--- src/rtl/uart_tx_cfg.sv ---
// Parametrised UART transmitter with a one-entry holding buffer.
//
// A word is accepted on any clk edge with tx_valid && tx_ready and parked in
// the holding buffer. The frame engine pulls it into the shift register when
// idle, or straight from the final stop-bit cycle of the previous frame, so
// back-to-back words leave with no idle gap between frames.
//
// Frame: start (0), DATA_BITS data bits LSB first, optional parity bit,
// STOP_BITS stop bits (1). Every bit lasts CLKS_PER_BIT clk cycles.
//
// Ports:
//   clk        system clock, rising edge
//   reset      synchronous active-low reset
//   tx_valid   tx_data is valid for transfer
//   tx_data    word to send, sampled only at the handshake edge
//   tx_ready   holding buffer empty
//   txd        registered serial output, idles high
//   busy       a frame is in progress
//   frame_done one-cycle pulse during the final stop-bit cycle
module uart_tx_cfg #(
    parameter int unsigned CLKS_PER_BIT = 5208,
    parameter int unsigned DATA_BITS    = 8,
    parameter int unsigned PARITY_MODE  = 0,
    parameter int unsigned STOP_BITS    = 1
) (
    input  logic                 clk,
    input  logic                 reset,
    input  logic                 tx_valid,
    input  logic [DATA_BITS-1:0] tx_data,
    output logic                 tx_ready,
    output logic                 txd,
    output logic                 busy,
    output logic                 frame_done
);

    // Reject illegal configurations at elaboration time.
    if (CLKS_PER_BIT < 2 || CLKS_PER_BIT > 65535) begin : g_bad_clks_per_bit
        $error("uart_tx_cfg: CLKS_PER_BIT must be in 2..65535");
    end
    if (DATA_BITS < 5 || DATA_BITS > 9) begin : g_bad_data_bits
        $error("uart_tx_cfg: DATA_BITS must be in 5..9");
    end
    if (PARITY_MODE > 2) begin : g_bad_parity_mode
        $error("uart_tx_cfg: PARITY_MODE must be 0, 1 or 2");
    end
    if (STOP_BITS < 1 || STOP_BITS > 2) begin : g_bad_stop_bits
        $error("uart_tx_cfg: STOP_BITS must be 1 or 2");
    end

    localparam int unsigned     BaudW     = $clog2(CLKS_PER_BIT);
    localparam logic [BaudW-1:0] BaudLast = BaudW'(CLKS_PER_BIT - 1);
    localparam logic [3:0]      DataLast  = 4'(DATA_BITS - 1);
    localparam logic [3:0]      StopLast  = 4'(STOP_BITS - 1);
    localparam bit              HasParity = (PARITY_MODE != 0);
    localparam bit              OddParity = (PARITY_MODE == 2);

    typedef enum logic [2:0] {
        StIdle,
        StStart,
        StData,
        StParity,
        StStop
    } state_e;

    state_e                 state_q, state_d;
    logic [BaudW-1:0]       baud_q, baud_d;
    logic [3:0]             bit_q, bit_d;
    logic [DATA_BITS-1:0]   shift_q, shift_d;
    logic                   parity_q, parity_d;
    logic [DATA_BITS-1:0]   buf_q, buf_d;
    logic                   buf_full_q, buf_full_d;
    logic                   txd_q, txd_d;

    logic bit_end;
    logic last_stop;
    logic load;
    logic accept;

    assign bit_end   = (baud_q == BaudLast);
    assign last_stop = (state_q == StStop) && bit_end && (bit_q == StopLast);
    assign accept    = tx_valid && !buf_full_q;

    always_comb begin
        state_d    = state_q;
        baud_d     = baud_q + BaudW'(1);
        bit_d      = bit_q;
        shift_d    = shift_q;
        parity_d   = parity_q;
        buf_d      = buf_q;
        buf_full_d = buf_full_q;
        txd_d      = txd_q;
        load       = 1'b0;

        unique case (state_q)
            StIdle: begin
                // Baud counter held at zero so bit timing starts with the frame.
                baud_d = '0;
                txd_d  = 1'b1;
                if (buf_full_q) begin
                    load = 1'b1;
                end
            end

            StStart: begin
                if (bit_end) begin
                    baud_d  = '0;
                    bit_d   = '0;
                    state_d = StData;
                    txd_d   = shift_q[0];
                    shift_d = shift_q >> 1;
                end
            end

            StData: begin
                if (bit_end) begin
                    baud_d = '0;
                    if (bit_q == DataLast) begin
                        bit_d = '0;
                        if (HasParity) begin
                            state_d = StParity;
                            txd_d   = parity_q;
                        end else begin
                            state_d = StStop;
                            txd_d   = 1'b1;
                        end
                    end else begin
                        bit_d   = bit_q + 4'd1;
                        txd_d   = shift_q[0];
                        shift_d = shift_q >> 1;
                    end
                end
            end

            StParity: begin
                if (bit_end) begin
                    baud_d  = '0;
                    bit_d   = '0;
                    state_d = StStop;
                    txd_d   = 1'b1;
                end
            end

            StStop: begin
                if (bit_end) begin
                    baud_d = '0;
                    if (bit_q == StopLast) begin
                        // A buffered word chains straight into the next start bit.
                        if (buf_full_q) begin
                            load = 1'b1;
                        end else begin
                            state_d = StIdle;
                            txd_d   = 1'b1;
                        end
                    end else begin
                        bit_d = bit_q + 4'd1;
                    end
                end
            end

            default: begin
                state_d = StIdle;
                txd_d   = 1'b1;
            end
        endcase

        if (load) begin
            state_d    = StStart;
            baud_d     = '0;
            bit_d      = '0;
            shift_d    = buf_q;
            parity_d   = (^buf_q) ^ OddParity;
            buf_full_d = 1'b0;
            txd_d      = 1'b0;
        end

        // load needs a full buffer and accept needs an empty one, so these never
        // collide on the same edge.
        if (accept) begin
            buf_d      = tx_data;
            buf_full_d = 1'b1;
        end
    end

    always_ff @(posedge clk) begin
        if (!reset) begin
            state_q    <= StIdle;
            baud_q     <= '0;
            bit_q      <= '0;
            shift_q    <= '0;
            parity_q   <= 1'b0;
            buf_q      <= '0;
            buf_full_q <= 1'b0;
            txd_q      <= 1'b1;
        end else begin
            state_q    <= state_d;
            baud_q     <= baud_d;
            bit_q      <= bit_d;
            shift_q    <= shift_d;
            parity_q   <= parity_d;
            buf_q      <= buf_d;
            buf_full_q <= buf_full_d;
            txd_q      <= txd_d;
        end
    end

    assign txd        = txd_q;
    assign tx_ready   = !buf_full_q;
    assign busy       = (state_q != StIdle);
    assign frame_done = last_stop;

endmodule

--- config.mk ---
export PLATFORM = sky130hd
export DESIGN_NAME = uart_tx_cfg
export DESIGN_NICKNAME = d
export VERILOG_FILES = /design/src/rtl/uart_tx_cfg.sv
export SDC_FILE = /design/constraint.sdc
export NUM_CORES = 1
export LEC_CHECK = 0
export BUFFER_PORTS_ARGS = -buffer_cell sky130_fd_sc_hd__buf_2
export CAP_MARGIN = 30
export CORE_MARGIN = 2
export CORE_UTILIZATION = 53
export DETAILED_ROUTE_END_ITERATION = 10
export PLACE_DENSITY = 0.82
export SLEW_MARGIN = 20
export SYNTH_ARGS = -nofsm -noshare
export SYNTH_HDL_FRONTEND = slang
export SYNTH_SLANG_ARGS = --single-unit
--- constraint.sdc ---
create_clock -name clk -period 3.29 [get_ports clk]
set_input_delay 0.658 -clock clk [delete_from_list [all_inputs] [get_ports clk]]
set_output_delay 0.658 -clock clk [all_outputs]
set_load 0.02 [all_outputs]
==> run_results.csv, run 1 <==
group,metric,value,unit
setup_path,reg2reg_to,"state_q[1]$_SDFFE_PP0P_",
global_routing,grt_pass1_wl,5.65,mm
floorplan,io_pins,15,
global_routing,grt-ovfl-total,0,
route,first_iter_violations,53,
setup_path,max_stage_delay,0.41,ns
yosys,synth_area_leaders,"dfxtp_1, nand2_1, mux2i_1, nor2_1, nor2b_1",
yosys,synth_top_area_share,0.425,
yosys,synth_warnings,0,
timing,holdWs,0.466,ns
route,drt-vias-per-instance,5.50,
setup_path,endpoint,"frame_done",
timing,tightest_slew,0.904,ns
global_routing,grt_pass1_vias,1313,
setup_path,timing.critical_path.cells,"inv_1, ha_1, nor3b_1, nand4_1, nor2_1, buf_2",
setup_path,endpoint_kind,"output port",
placed_design,hpwl,2.23,mm
yosys,async_flop_share,0,
yosys,ys_seq_area_frac,0.425,
placed_design,place_ws,1.13,ns
route,wl,3.18,mm
setup_path,path_class,"flop to output port",
final_layout,final_cell_mix,"dfxtp_1, nand2_1, nor2_1, buf_2",
floorplan,die_area,0.00386,mm^2
clocking,cts_resized,0,
clocking,numCtsBuffers,5,
yosys,synth_flop_cell,"dfxtp_1",
setup_path,r2r_setup_slack,1.21,ns
clocking,insertion_delay,0.35,ns
timing,skew,0.00671,ns
yosys,yosysTopAreaCell,"dfxtp_1",
final_layout,n_fill_cell,311,
global_routing,grt_start_max_net_pins,23,
timing,finalHoldViolCount,0,
yosys,synth_cell_types,45,
power,p_leak,0.000724,uW
global_routing,antenna_found_initial,0,
yosys,syn_area_per_cell,8.78,um^2
power,power_density,444,mW/mm^2
yosys,ys_ff_latch,38,
route,drc_errors,0,
setup_path,critical_path.startpoint,"bit_q[0]$_SDFFE_PP0P_",
clocking,ctsRootBufferMaster,"clkbuf_4",
run,maxCapViolCount,0,
setup_path,slowest_stage,"nor3b_1",
route,ant_nets,0,
setup_path,r2r-start,"bit_q[0]$_SDFFE_PP0P_",
clocking,clockBufferDepth,2,
timing,tns,0,ns
yosys,netlist_area,0.00179,mm^2
setup_path,critPathLaunchType,"flop",
timing,finalCritPeriodShare,0.774,
final_layout,layout.nets,228,
timing,worst_slack,0.743,ns
timing,rsz0062_at_grt,"no",
floorplan,initial_core_util,0.546,
route,dr.pass1.iters,4,
timing,finalCriticalPeriod,2.55,ns
floorplan,core-area,0.00328,mm^2
clocking,cts_hold_buf,0,
setup_path,cp.required,2.63,ns
timing,maxSlewViolCount,0,
setup_path,crit_path_max_fanout,6,
global_routing,gr-usage-all-layers,0.182,
final_layout,syn2layout_area_growth,8.52,%
route,num_vias,1436,
clocking,post_cts_buffers,0,
floorplan,placementRows,21,
min_path,worstHoldPathType,"flop to flop",
yosys,netlist_instances,204,
timing,setup_viol,0,
clocking,clkSlewWorstSetupHoldPaths,0.11,ns
clocking,cts_tree,"done",
floorplan,die_w,62.1,um
yosys,synth_edf_count,0,
final_layout,fin_util,0.592,
yosys,synth_nets,218,
setup_path,arrival,1.89,ns
floorplan,die_y,62.1,um
status,outcome,"finished, final reports clean",
timing,fmax,393,MHz
clocking,cts_max_level,2,
final_layout,final_common_cell,"dfxtp_1",
final_layout,drive_above_1_share,0.116,
setup_path,r2r.worst_path.cells,7,
power,power.ir.vdd_worst,0.000315,V
placed_design,gp_congestion,0.800,
placed_design,port_buffers,14,
route,wl_per_cell,12.2,um
power,finalPower,863,uW
timing,maxSlewHeadroom,0.396,
final_layout,antennaDiodeCount,0,
clocking,clock-sinks,38,
synthesized netlist by cell type (5+ instances only):
master and n:
dfxtp_1 38, nand2_1 22, nor2_1 20, nor2b_1 11
o21ai_0 11, mux2i_1 8, a31oi_1 7, a21oi_1 6
clkbuf_1 6, nand3_1 6, xor2_1 6, and3_1 5
xnor2_1 5
cells by family after synthesis:
kind of cell / Yosys count / share of synthesized area
AO/OA/AOI/OAI: 37 / 0.129
multiplexers: 8 / 0.0447
XOR/XNOR: 11 / 0.0538
flip-flops: 38 / 0.425
adder cells (fa/ha/maj): 4 / 0.0265
buffers and inverters: 15 / 0.0384
AND/OR/NAND/NOR: 91 / 0.283
area by class of cell:
type | count | area (um^2) | area share
repair buffers | 14 | 70.1 | 0.0360
inverters | 4 | 15.0 | 0.00772
multi-input cells | 151 | 962 | 0.495
clock buffers | 8 | 78.8 | 0.0405
flip-flops and latches | 38 | 761 | 0.391
well taps | 46 | 57.6 | 0.0296
registers in the layout (all words and copies together), names as in the netlist:
register / flops
baud_q: 13
bit_q: 4
buf_full_q: 1
buf_q: 8
shift_q: 8
state_q: 3
txd: 1
worst min path at each step:
| stage | start | to | cells past startpoint |
|---|---|---|---|
| 4_1_cts | buf_q[7]$_SDFFE_PN0P_ | shift_q[7]$_SDFFE_PN0P_ | 2 |
| 2_1_floorplan | baud_q[0]$_SDFF_PP0_ | baud_q[0]$_SDFF_PP0_ | 1 |
| 3_3_place_gp | baud_q[0]$_SDFF_PP0_ | baud_q[0]$_SDFF_PP0_ | 1 |
| 3_5_place_dp | buf_q[7]$_SDFFE_PN0P_ | shift_q[7]$_SDFFE_PN0P_ | 2 |
| 5_1_grt | buf_q[7]$_SDFFE_PN0P_ | shift_q[7]$_SDFFE_PN0P_ | 2 |
| 6_report | buf_q[7]$_SDFFE_PN0P_ | shift_q[7]$_SDFFE_PN0P_ | 2 |
where the power goes:
| group | total [uW] | switching [uW] | leakage [uW] | internal (uW) |
|---|---|---|---|---|
| Clock | 295 | 149 | 0.0000446 | 146 |
| Combinational | 76.5 | 43.7 | 0.000371 | 32.8 |
| Sequential | 491 | 12.6 | 0.000309 | 478 |
per-stage QoR:
stage,area (um^2),cells
6_report,1940,261
5_1_grt,1940,261
4_1_cts,1940,261
3_5_place_dp,1870,253
3_3_place_gp,1870,253
2_1_floorplan,1790,204
layer usage:
layer | share of wire | GRT usage
met5 | 0 | 0
met2 | 0.47 | 0.304
met3 | 0.039 | 0.0435
met4 | 0.019 | 0.0917
met1 | 0.47 | 0.220
critical path, delay by kind of cell, from the launching register on:
kind,cells,cell delay (ns)
DFF,1,0.38
adders and majority gates,1,0.13
and+or+nand+nor,3,0.78
buffers and inverters,2,0.25
(Power assumes the default switching activity.)
==> run 2: changes to the inputs <==
--- a/config.mk
+++ b/config.mk
@@ -5,12 +5,13 @@
 export SDC_FILE = /design/constraint.sdc
 export NUM_CORES = 1
 export LEC_CHECK = 0
+export ABC_AREA = 1
 export BUFFER_PORTS_ARGS = -buffer_cell sky130_fd_sc_hd__buf_2
 export CAP_MARGIN = 30
 export CORE_MARGIN = 2
 export CORE_UTILIZATION = 53
 export DETAILED_ROUTE_END_ITERATION = 10
-export PLACE_DENSITY = 0.82
+export PLACE_DENSITY = 0.85
 export SLEW_MARGIN = 20
 export SYNTH_ARGS = -nofsm -noshare
 export SYNTH_HDL_FRONTEND = slang
==> constraint.sdc (replaced) <==
create_clock -name clk -period 2.1 [get_ports clk]
set_input_delay 0.42 -clock clk [delete_from_list [all_inputs] [get_ports clk]]
set_output_delay 0.42 -clock clk [all_outputs]
set_load 0.02 [all_outputs]
==> run_results.csv, run 2 <==
group,metric,value,unit
global_routing,grt_pass1_wl,7.22,mm
route,wl_per_cell,11.3,um
floorplan,core-area,0.00342,mm^2
timing,rsz0062_at_grt,"no",
route,first_iter_violations,59,
timing,tns,0,ns
status,outcome,"finished, final reports clean",
yosys,synth_compound_area_frac,0.0813,
final_layout,final_common_cell,"nand2_1",
final_layout,largest_reg_flops,13,
clocking,cts_max_level,2,
setup_path,slowest_stage,"dfxtp_2",
setup_path,path_class,"flop to output port",
timing,finalHoldViolCount,0,
yosys,synth_flop_cell,"dfxtp_1",
placed_design,hpwl,2.92,mm
setup_path,critPathTopFamily,"flip-flops",
floorplan,placementRows,21,
power,power.ir.vdd_worst,0.000528,V
yosys,netlist_instances,285,
setup_path,critPathLaunchType,"flop",
setup_path,arrival,1.53,ns
power,p_clk_frac,0.309,
floorplan,die_area,0.00416,mm^2
timing,setup_viol,0,
yosys,synthAdderAreaFrac,0.0194,
clocking,clockBufferDepth,2,
power,p_sw,729,uW
final_layout,final-seq-area,763,um^2
final_layout,regMostFlops,"baud_q",
timing,maxSlewViolCount,0,
final_layout,drive_above_1_share,0.164,
min_path,hp-start,"tx_data[2]",
min_path,holdPathEnd,"buf_q[2]$_SDFFE_PN0P_",
final_layout,layout.nets,318,
power,p_int,1400,uW
yosys,synth_edf_count,0,
clocking,clock-sinks,38,
power,p_leak,0.000961,uW
min_path,worstHoldPathType,"input port to flop",
yosys,synthXorXnorAreaFrac,0.0181,
final_layout,antennaDiodeCount,0,
clocking,insertion_delay,0.35,ns
floorplan,initial_core_util,0.568,
setup_path,endpoint_kind,"output port",
route,num_vias,1785,
clocking,clkSlewWorstSetupHoldPaths,0.12,ns
yosys,synth_common_cells,"nand2_1, nor2_1, dfxtp_1",
clocking,ctsRootBufferMaster,"clkbuf_4",
setup_path,r2r_setup_slack,0.23,ns
setup_path,cp.required,1.68,ns
timing,skew,0.00977,ns
power,comb_power_share,0.289,
run,maxCapViolCount,0,
timing,finalCriticalPeriod,1.95,ns
yosys,synth_warnings,0,
power,power_density,980,mW/mm^2
timing,fmax,514,MHz
clocking,cts_tree,"done",
timing,tightest_slew,0.357,ns
floorplan,io_pins,15,
power,switching_share,0.342,
final_layout,final_cell_mix,"nand2_1, nor2_1, dfxtp_1, inv_1, nand3_1",
min_path,hold_path_depth,3,
yosys,yosysTopAreaCell,"dfxtp_1",
route,wl,3.98,mm
final_layout,reg_top3,"baud_q: 13 flops, buf_q: 8 flops, shift_q: 8 flops",
route,dr.pass1.iters,6,
placed_design,gp_congestion,0.895,
placed_design,port_buffers,14,
floorplan,die_y,64.5,um
setup_path,crit_path_max_fanout,3,
yosys,synth_mux_area_frac,0,
timing,maxSlewHeadroom,0.759,
final_layout,multi_input_area,0.00101,mm^2
yosys,synth_cell_types,29,
yosys,synth_top_family_by_area,"simple AND/OR/NAND/NOR gates",
setup_path,crit_buf_inv,3,
route,drt-vias-per-instance,5.09,
clocking,numCtsBuffers,5,
final_layout,fin_util,0.636,
global_routing,antenna_found_initial,0,
setup_path,r2r.worst_path.cells,12,
yosys,yosys.area_share.simple,0.399,
setup_path,r2r-start,"bit_q[0]$_SDFFE_PP0P_",
yosys,synth_area_leaders,"dfxtp_1, nand2_1, nor2_1, nand3_1, inv_1",
final_layout,n_fill_cell,324,
global_routing,gr-usage-all-layers,0.219,
global_routing,grt_pass1_vias,1740,
yosys,async_flop_share,0,
yosys,synth_top_area_share,0.392,
yosys,synth.most_common_cell,"nand2_1",
final_layout,syn2layout_area_growth,12.0,%
route,ant_nets,0,
timing,finalCritPeriodShare,0.927,
setup_path,timing.critical_path.cells,"ha_2, nand2_1, inv_1, nand2_1, nor2_2, nand3_2, inv_1, buf_4",
yosys,ys_seq_area_frac,0.392,
setup_path,reg2reg_to,"baud_q[2]$_SDFF_PP0_",
floorplan,die_w,64.5,um
setup_path,max_stage_delay,0.35,ns
global_routing,grt_start_max_net_pins,18,
yosys,syn_area_per_cell,6.80,um^2
yosys,ys_ff_latch,38,
global_routing,grt-ovfl-total,0,
yosys,netlist_area,0.00194,mm^2
yosys,synth_nets,299,
route,drc_errors,0,
power,seqPwrFrac,0.403,
[run 2: worst max path at each step]
| stage | start | to | slack, ns | cells after the start |
|---|---|---|---|---|
| after global routing | baud_q[1]$_SDFF_PP0_ | frame_done | 0.04 | 8 |
| final | baud_q[1]$_SDFF_PP0_ | frame_done | 0.15 | 8 |
| after floorplan | baud_q[0]$_SDFF_PP0_ | baud_q[10]$_SDFF_PP0_ | 0.52 | 13 |
| after CTS | baud_q[0]$_SDFF_PP0_ | frame_done | 0.05 | 8 |
| after global placement | baud_q[0]$_SDFF_PP0_ | baud_q[5]$_SDFF_PP0_ | 0.38 | 12 |
| after detailed placement | baud_q[0]$_SDFF_PP0_ | baud_q[5]$_SDFF_PP0_ | 0.31 | 12 |
[run 2: cell type report]
class	count	area share
Inverter	38	0.0657
Sequential cell	38	0.351
Multi-Input combinational cell	205	0.465
Timing Repair Buffer	16	0.0403
Tap cell	46	0.0265
Clock buffer	6	0.0236
Clock inverter	2	0.0276
[run 2: through the flow]
step	worst slack (ns)	hold slack [ns]	std cells	total power (uW)	instance area, um^2
after floorplan	0.515	0.417	285	1350	1940
after global placement	0.380	0.426	341	1450	2040
after detailed placement	0.306	0.439	341	1470	2040
after CTS	0.0478	0.271	349	2120	2150
after global routing	0.0398	0.282	351	2260	2170
final	0.153	0.280	351	2130	2170
[run 2: kinds of logic (layout without fill, tap and decap cells)]
group	count (synthesis)	count (layout)
xor+xnor	4	4
buf+inv	42	62
simple gates	169	169
flops	38	38
fa+ha+maj	3	3
compound gates	29	29
[run 2: routing by layer]
metal | global-route usage | up-vias | share of wire
met5 | 0 | - | 0
met4 | 0.0798 | 0 | 0.016
met3 | 0.0556 | 6 | 0.041
met2 | 0.375 | 39 | 0.46
met1 | 0.266 | 792 | 0.48
li1 | - | 948 | -
[run 2: repair_timing]
action | CTS | global route
setup endpoints to repair | 0 | 1
hold endpoints to repair | 0 | 0
hold buffers | 0 | 0
resized for setup | 0 | 5
buffers inserted | 0 | 2
[run 2: worst reg2reg max path: stages, from the launching register on]
cell and delay, ns:
dfxtp_1 0.42, inv_1 0.09, ha_1 0.20, nand3_1 0.12, nor2_2 0.05, nand3_2 0.07, buf_4 0.12, nand2_4 0.07
nand2_4 0.17, nand2_4 0.11, inv_2 0.11, nand2_4 0.11, nor3_1 0.15
[run 2: power by group through the flow]
stage                     Clock, uW  Combinational, uW  Sequential [uW]
after global placement            0                584              867
after global routing            684                710              865
after floorplan                   0                490              863
after CTS                       664                600              855
after detailed placement          0                596              870
final                           657                614              856
==> run 3: changes to the inputs <==
--- a/config.mk
+++ b/config.mk
@@ -9,9 +9,9 @@
 export BUFFER_PORTS_ARGS = -buffer_cell sky130_fd_sc_hd__buf_2
 export CAP_MARGIN = 30
 export CORE_MARGIN = 2
-export CORE_UTILIZATION = 53
+export CORE_UTILIZATION = 25
 export DETAILED_ROUTE_END_ITERATION = 10
-export PLACE_DENSITY = 0.85
+export PLACE_DENSITY = 0.51
 export SLEW_MARGIN = 20
 export SYNTH_ARGS = -nofsm -noshare
 export SYNTH_HDL_FRONTEND = slang
==> run_results.csv, run 3 (synthesis gave the netlist of run 2 again) <==
group,metric,value,unit
status,outcome,"finished, final reports clean",
clocking,post_cts_buffers,0,
clocking,clkSlewWorstSetupHoldPaths,0.07,ns
route,wl_per_cell,10.4,um
run,maxCapViolCount,0,
timing,rsz0062_at_grt,"no",
timing,tns,0,ns
final_layout,final_cell_mix,"nand2_1, nor2_1, dfxtp_1, inv_1, nand3_1",
final_layout,n_fill_cell,882,
setup_path,endpoint_kind,"output port",
placed_design,place_ws,0.249,ns
final_layout,antennaDiodeCount,0,
placed_design,hpwl,3.17,mm
global_routing,grt-ovfl-total,0,
floorplan,die_w,92.1,um
timing,worst_slack,0.120,ns
global_routing,antenna_found_initial,0,
timing,tightest_slew,0.397,ns
route,num_vias,1772,
setup_path,timing.critical_path.cells,"ha_2, nand2_1, inv_1, nand2_1, nor2_2, nand3_2, inv_1, buf_2",
final_layout,drive_above_1_share,0.149,
final_layout,layout.nets,317,
global_routing,grt_pass1_vias,1712,
floorplan,placementRows,32,
timing,skew,0.00669,ns
floorplan,io_pins,15,
setup_path,r2r-start,"baud_q[0]$_SDFF_PP0_",
final_layout,reg_top3,"baud_q: 13 flops, buf_q: 8 flops, shift_q: 8 flops",
route,ant_nets,0,
power,power.ir.vdd_worst,0.000309,V
floorplan,initial_core_util,0.255,
global_routing,gr-usage-all-layers,0.109,
route,drc_errors,0,
clocking,cts_tree,"done",
route,dr.pass1.iters,4,
setup_path,critPathLaunchType,"flop",
placed_design,dpl_cell_area,0.00211,mm^2
clocking,clockBufferDepth,2,
timing,setup_viol,0,
floorplan,core-area,0.00761,mm^2
setup_path,r2r_setup_slack,0.23,ns
final_layout,final_area,0.00223,mm^2
floorplan,die_area,0.00848,mm^2
timing,maxSlewViolCount,0,
floorplan,die_y,92.1,um
final_layout,syn2layout_area_growth,14.9,%
route,wl,4.20,mm
setup_path,path_class,"flop to output port",
timing,finalCritPeriodShare,0.943,
timing,finalCriticalPeriod,1.98,ns
final_layout,regMostFlops,"baud_q",
global_routing,grt_start_max_net_pins,18,
power,finalPower,2100,uW
timing,fmax,505,MHz
setup_path,crit_path_max_fanout,3,
global_routing,grt_pass1_wl,7.50,mm
timing,finalHoldViolCount,0,
clocking,numCtsBuffers,5,
clocking,insertion_delay,0.29,ns
setup_path,cp.required,1.68,ns
placed_design,port_buffers,14,
clocking,cts_max_level,2,
route,drt-vias-per-instance,4.38,
power,power_density,944,mW/mm^2
power,p_leak,0.000955,uW
route,first_iter_violations,48,
placed_design,gp_congestion,0.822,
timing,maxSlewHeadroom,0.735,
clocking,ctsRootBufferMaster,"clkbuf_8",
min_path,hp-start,"tx_data[7]",
min_path,worstHoldPathType,"input port to flop",
setup_path,slowest_stage,"dfxtp_1",
final_layout,final_common_cell,"nand2_1",
setup_path,arrival,1.56,ns
clocking,clock-sinks,38,
setup_path,max_stage_delay,0.37,ns
setup_path,critical_path.startpoint,"baud_q[0]$_SDFF_PP0_",
final_layout,largest_reg_flops,13,
[run 3: cell types whose count changed in the layout (fill, tap and decap cells not counted), moves of 2 or more]
cell,previous run,this run
buf_4,3,1
dfxtp_2,2,0
clkbuf_8,1,6
dfxtp_1,36,38
clkbuf_4,5,0
[run 3: cell type report]
cell class | count | area, um^2 | area share
Multi-Input combinational cell | 205 | 1010 | 0.452
Sequential cell | 38 | 761 | 0.341
Inverter | 38 | 143 | 0.0640
Tap cell | 102 | 128 | 0.0573
Clock buffer | 6 | 82.6 | 0.0371
Timing Repair Buffer | 15 | 77.6 | 0.0348
Clock inverter | 1 | 30.0 | 0.0135
[run 3: final timing paths]
path | end | cells after the start
min reg2reg | txd$_SDFFE_PN1P_ | 2
min | buf_q[7]$_SDFFE_PN0P_ | 3
max | frame_done | 8
max reg2reg | baud_q[5]$_SDFF_PP0_ | 12
[run 3: per-stage QoR]
step	hold slack, ns	cells	utilization
2_1_floorplan	0.417	285	-
3_3_place_gp	0.427	398	0.278
3_5_place_dp	0.437	398	0.278
4_1_cts	0.345	405	0.293
5_1_grt	0.355	405	0.293
6_report	0.352	405	0.293
[run 3: power by group]
group	internal, uW	total [uW]	leakage (uW)	switching, uW
Clock	380	635	0.0000573	255
Combinational	193	612	0.000588	419
Sequential	795	856	0.000309	61.2
[run 3: timing repair]
item / in CTS / in global routing
gates resized for setup: 0 / 1
hold buffers: 0 / 0
endpoints found under the setup margin: 0 / 1
[run 3: routing by layer]
metal | routed length [um] | vias up | track usage
li1 | - | 947 | -
met1 | 2140 | 798 | 0.143
met2 | 1900 | 25 | 0.174
met3 | 117 | 2 | 0.0247
met4 | 36 | 0 | 0.0410
met5 | 0 | - | 0
[run 3: critical path, delay by kind of cell (launching register included)]
| kind | cells | cell delay [ns] |
|---|---|---|
| fa+ha+maj | 1 | 0.21 |
| simple gates | 4 | 0.37 |
| flops | 1 | 0.37 |
| buf+inv | 3 | 0.32 |
